===== config.mk =====
export PLATFORM = sky130hd
export DESIGN_NAME = instqueue_dual
export DESIGN_NICKNAME = d
export VERILOG_FILES = /design/src/rtl/instqueue_dual.sv
export SDC_FILE = /design/constraint.sdc
export NUM_CORES = 2
export LEC_CHECK = 0
export BUFFER_PORTS_ARGS = -buffer_cell sky130_fd_sc_hd__buf_2
export CAP_MARGIN = 20
export CORE_MARGIN = 2
export CORE_UTILIZATION = 45
export CTS_CLUSTER_SIZE = 24
export DETAILED_ROUTE_END_ITERATION = 10
export GPL_TIMING_DRIVEN = 0
export RECOVER_POWER = 25
export SYNTH_ARGS = -nofsm -noshare
export SYNTH_HDL_FRONTEND = slang
export SYNTH_SLANG_ARGS = --single-unit

===== constraint.sdc =====
create_clock -name clk -period 90.2 [get_ports clk]
set_clock_uncertainty 0.2 [all_clocks]
set_input_delay 4.51 -clock clk [delete_from_list [all_inputs] [get_ports clk]]
set_output_delay 4.51 -clock clk [all_outputs]
set_load 0.1 [all_outputs]

===== src/rtl/instqueue_dual.sv =====
// instqueue_dual: two-wide fetch-to-decode instruction queue with registered head view and write bypass
module instqueue_dual #(
  parameter int DATA_W    = 32,
  parameter int PC_W      = 32,
  parameter int DEPTH_LOG = 4,
  parameter int AFULL_TH  = 4
) (
  input  logic                 clk,
  input  logic                 rst,
  input  logic                 rst_c,
  input  logic                 rdy,
  input  logic [1:0]           wr_cnt_i,
  input  logic [DATA_W-1:0]    inst0_i,
  input  logic [DATA_W-1:0]    inst1_i,
  input  logic [PC_W-1:0]      pc0_i,
  input  logic [PC_W-1:0]      pc1_i,
  input  logic [1:0]           rd_cnt_i,
  output logic [DATA_W-1:0]    inst0_o,
  output logic [DATA_W-1:0]    inst1_o,
  output logic [PC_W-1:0]      pc0_o,
  output logic [PC_W-1:0]      pc1_o,
  output logic                 valid0_o,
  output logic                 valid1_o,
  output logic [DEPTH_LOG:0]   count_o,
  output logic                 full_o,
  output logic                 afull_o,
  output logic                 empty_o,
  output logic [1:0]           wr_acc_o
);
  localparam int DEPTH = 1 << DEPTH_LOG;
  localparam int CW    = DEPTH_LOG + 1;
  localparam int EW    = DATA_W + PC_W;
  typedef logic [DEPTH_LOG-1:0] ptr_t;
  logic [EW-1:0] mem_q [DEPTH];
  ptr_t head_q, tail_q, head_d, tail_d, tail1, head1_d;
  logic [CW-1:0] count_q, count_d, free_d;
  logic [CW:0] free_eff;
  logic [1:0] wr_req, rd_req, rd_acc, wr_acc;
  logic [EW-1:0] in0, in1, e0_d, e1_d;
  logic go;
  logic [DATA_W-1:0] inst0_q, inst1_q;
  logic [PC_W-1:0] pc0_q, pc1_q;
  logic valid0_q, valid1_q, full_q, afull_q, empty_q;
  always_comb begin
    go       = rdy & ~rst_c;
    wr_req   = (wr_cnt_i == 2'd3) ? 2'd2 : wr_cnt_i;
    rd_req   = (rd_cnt_i == 2'd3) ? 2'd2 : rd_cnt_i;
    rd_acc   = !go ? 2'd0 : (CW'(rd_req) > count_q) ? count_q[1:0] : rd_req;
    free_eff = (CW+1)'(DEPTH) - (CW+1)'(count_q) + (CW+1)'(rd_acc);
    wr_acc   = !go ? 2'd0 : ((CW+1)'(wr_req) > free_eff) ? free_eff[1:0] : wr_req;
    head_d   = head_q + ptr_t'(rd_acc);
    tail_d   = tail_q + ptr_t'(wr_acc);
    tail1    = tail_q + ptr_t'(1);
    head1_d  = head_d + ptr_t'(1);
    count_d  = count_q - CW'(rd_acc) + CW'(wr_acc);
    free_d   = CW'(DEPTH) - count_d;
    in0      = {inst0_i, pc0_i};
    in1      = {inst1_i, pc1_i};
    // head view after this cycle's writes land, so a push into an empty queue shows next edge
    e0_d = (wr_acc != 2'd0 && head_d == tail_q) ? in0 :
           (wr_acc == 2'd2 && head_d == tail1) ? in1 : mem_q[head_d];
    e1_d = (wr_acc != 2'd0 && head1_d == tail_q) ? in0 :
           (wr_acc == 2'd2 && head1_d == tail1) ? in1 : mem_q[head1_d];
  end
  always_ff @(posedge clk or posedge rst) begin
    if (rst) begin
      for (int i = 0; i < DEPTH; i++) mem_q[i] <= '0;
      head_q   <= '0;
      tail_q   <= '0;
      count_q  <= '0;
      inst0_q  <= '0;
      inst1_q  <= '0;
      pc0_q    <= '0;
      pc1_q    <= '0;
      valid0_q <= 1'b0;
      valid1_q <= 1'b0;
      full_q   <= 1'b0;
      afull_q  <= 1'b0;
      empty_q  <= 1'b1;
    end else if (rst_c) begin
      head_q   <= '0;
      tail_q   <= '0;
      count_q  <= '0;
      valid0_q <= 1'b0;
      valid1_q <= 1'b0;
      full_q   <= 1'b0;
      afull_q  <= 1'b0;
      empty_q  <= 1'b1;
    end else if (rdy) begin
      if (wr_acc != 2'd0) mem_q[tail_q] <= in0;
      if (wr_acc == 2'd2) mem_q[tail1] <= in1;
      head_q   <= head_d;
      tail_q   <= tail_d;
      count_q  <= count_d;
      {inst0_q, pc0_q} <= e0_d;
      {inst1_q, pc1_q} <= e1_d;
      valid0_q <= count_d != '0;
      valid1_q <= count_d >= CW'(2);
      empty_q  <= count_d == '0;
      full_q   <= free_d < CW'(2);
      afull_q  <= int'(free_d) <= AFULL_TH;
    end
  end
  assign inst0_o  = inst0_q;
  assign inst1_o  = inst1_q;
  assign pc0_o    = pc0_q;
  assign pc1_o    = pc1_q;
  assign valid0_o = valid0_q;
  assign valid1_o = valid1_q;
  assign count_o  = count_q;
  assign full_o   = full_q;
  assign afull_o  = afull_q;
  assign empty_o  = empty_q;
  assign wr_acc_o = wr_acc;
endmodule

==> reports/summary.txt <==
final hold violations - 0
DR pass1 iterations - 9
Tcrit/Tclk final - 17.9%
Post-Syn Area - 73,500 µm²
Resize count post-CTS - 0
antenna violations before repair - 69
fillers - 14,847
Setup Fix Bufs, Post-CTS - 0
WP data required - 89,380 ps
Layout Nets - 7,839
Layout area overhead - 15.5%
DR vias/cell - 7.52
synth cell count leaders - dfrtp_1, nand2_1, mux2_2, clkbuf_1, mux4_2
kind of critical path - input pin to async pin
ANT nets after route - 0
DR DRC count - 0
mux contribution to synthesized area - 28.3%
Pins Over Slew Limit - 676
core box area - 162,000 µm²
share of layout cells above drive strength 1 - 25.8%
Critical Path AT - 15,290 ps
Vias - 75,514
Synth Flop Type - dfrtp_1
Routed WL - 454,000 µm
cts hold-fix bufs - 0
worst min-delay path class - flop to flop
RSZ-0062 raised after global routing - false
largest net degree at the start of global routing - 118
Mapped Cells - 7,200
total grt overflow - 0
Mapped Nets - 7,371
Starting Density - 45.2%
PortBufs - 149
critical path launch point type - input pin
Worst Max-Slew Pin Slew - 6740 ps
TritonCTS sink count - 1,170
top cell type by total area after synthesis - dfrtp_1
EDFF count, synth - 0
Max Cap Viol - 7
first-pass GRT wire length - 602,000 µm
largest family of logic cells by synthesized area - multiplexers
GPL Wtd Cong - 1.07
Post-Synth Simple-Gate Area - 10.1%
Mapped Avg Cell Area - 10.2 µm²
vias in the first global route - 68,960
Final TNS setup - 0 ps
Cell variety after synth - 68
# setup viols final - 0
P_leak - 38.7 nW
Slew HR - -350%
worst skew pair latency - 860 ps
Worst Hold Depth - 2
adder-cell share of the synthesized area - 0.647%
Reg clk slew, reported paths - 60 ps
num rows - 148
die width - 408 µm
post-synthesis xor/xnor area fraction - 0.460%
Critical Path Fanout Max - 112
Die Ht - 408 µm
post-synthesis register bit count - 1,170
cell depth of the worst flop-to-flop path - 20
GRT Overall Usage - 53.2%
most frequent cell after synthesis - dfrtp_1
TritonCTS clock tree - yes
Post-DP HPWL - 317,000 µm
H-tree Lvls - 4
drt wl/cell - 45.2 µm
die area - 166,000 µm²
CP endpoint kind - async pin
CTS root buf - clkbuf_16
CTS Buf Count - 143
violated checks - max-capacitance violations, max-slew violations
Power Density - 23.4 nW/µm²
Synth async-reset ratio - 100%
minimum clock period - 16,100 ps
Synth top area share - 39.8%
status - finished, violations left
maximum clock insertion buffer count - 3
DRT iter0 DRCs - 13,571
FMAX - 0.0621 GHz
Synth area leaders - dfrtp_1, mux2_2, mux4_2
maximum VDD drop - 0.0000317 V
num ports - 276
Compound-Gate Fraction of Synth Area - 14.8%
Synth Warn # - 0
Final Core Density - 52.2%
Seq/Total Area, Yosys - 39.9%
critical path, cell delays in order:
cell        delay [ps]
buf_2              100
clkinvlp_2        2080
clkbuf_1          3610
clkbuf_1          4580
placed cells by master (no fill, tap or decap), types with 10 or more instances in the layout:
cell       count
nand4_1       17
buf_1         71
mux4_2       381
buf_16        24
mux2_2       813
o21ai_0      244
clkinv_2      17
a32o_1        50
diode_2       89
xnor2_1       13
nand2_1     1159
nand3_1      162
ha_1          30
buf_4         29
o211ai_1      17
clkbuf_8      33
xor2_1        10
o22ai_1      221
a22oi_1       79
nor3_1        69
clkbuf_2      46
o21ai_1       47
a31oi_1      252
a21oi_1      200
a221o_1       18
buf_2        331
clkbuf_16    145
a211oi_1     158
mux2i_1      294
nor2_1       192
a21o_1       123
clkbuf_1     624
a22o_1       116
dfrtp_1     1169
and3_1       145
a32oi_1       50
inv_1        168
buf_8        124
cells by family (layout without fill, tap and decap cells):
| kind of cell | Yosys count | after routing |
|---|---|---|
| other cells | 0 | 89 |
| simple gates | 1773 | 1773 |
| compound gates | 1621 | 1621 |
| flops | 1170 | 1170 |
| xor+xnor | 30 | 30 |
| mux | 1495 | 1495 |
| buf+inv | 1076 | 1650 |
| fa+ha+maj | 35 | 35 |
cell type report:
| type | count | area, µm² | share of cell area, % |
|---|---|---|---|
| clock inverters | 41 | 554 | 0.654 |
| inverters | 172 | 647 | 0.763 |
| clock buffers | 210 | 4200 | 4.96 |
| flip-flops and latches | 1170 | 29300 | 34.5 |
| plain buffers | 904 | 3750 | 4.43 |
| well taps | 2175 | 2720 | 3.21 |
| diodes | 89 | 223 | 0.263 |
| repair buffers | 323 | 3490 | 4.12 |
| multi-input cells | 4954 | 39900 | 47.1 |
metal layers:
metal  routed length, µm  up-vias  GRT usage, %
met4               46700       50          43.1
met1              157000    37659          65.2
li1                    -    27493             -
met5                 630        -         0.977
met2              173000     7982          69.2
met3               76200     2330          27.0
worst paths after layout:
kind                       startpoint     endpoint  slack, ps
setup / recovery                  rst    mem_q[89]      74100
hold / removal              pc0_o[19]    pc0_o[19]        280
setup reg to reg           count_o[1]   mem_q[581]      82410
hold reg to reg             pc0_o[19]    pc0_o[19]        280
max in group clk                rst_c  wr_acc_o[1]      75370
min in group asynchronous         rst       full_o       4570
power breakdown:
part	internal, W	leakage, nW	switching [W]	total [W]
logic	0.000221	21.3	0.000480	0.000701
clock network	0.000349	2.34	0.000266	0.000615
registers	0.000593	15.1	0.0000760	0.000669
total	0.00116	38.7	0.000822	0.00199
state kept, by name, indices dropped and copies added (netlist names):
register	count
afull_o	1
count_o	5
empty_o	1
full_o	1
head_q	4
inst0_o	32
inst1_o	32
mem_q	1024
pc0_o	32
pc1_o	32
tail_q	4
valid0_o	1
valid1_o	1
through the flow:
| stage | total power [W] | hold slack (ps) | std cells | setup WS [ps] | cell area, µm² |
|---|---|---|---|---|---|
| 4_1_cts | 0.00194 | 287 | 9924 | 75630 | 84400 |
| 2_1_floorplan | 0.00111 | 261 | 7200 | 52540 | 73500 |
| 5_1_grt | 0.00201 | 306 | 9966 | 72160 | 84600 |
| 6_report | 0.00199 | 282 | 10038 | 74100 | 84800 |
| 3_3_place_gp | 0.00132 | 266 | 9524 | 36070 | 76900 |
| 3_5_place_dp | 0.00134 | 274 | 9673 | 75650 | 79600 |
Note: power is estimated with default switching activity, not from simulation.
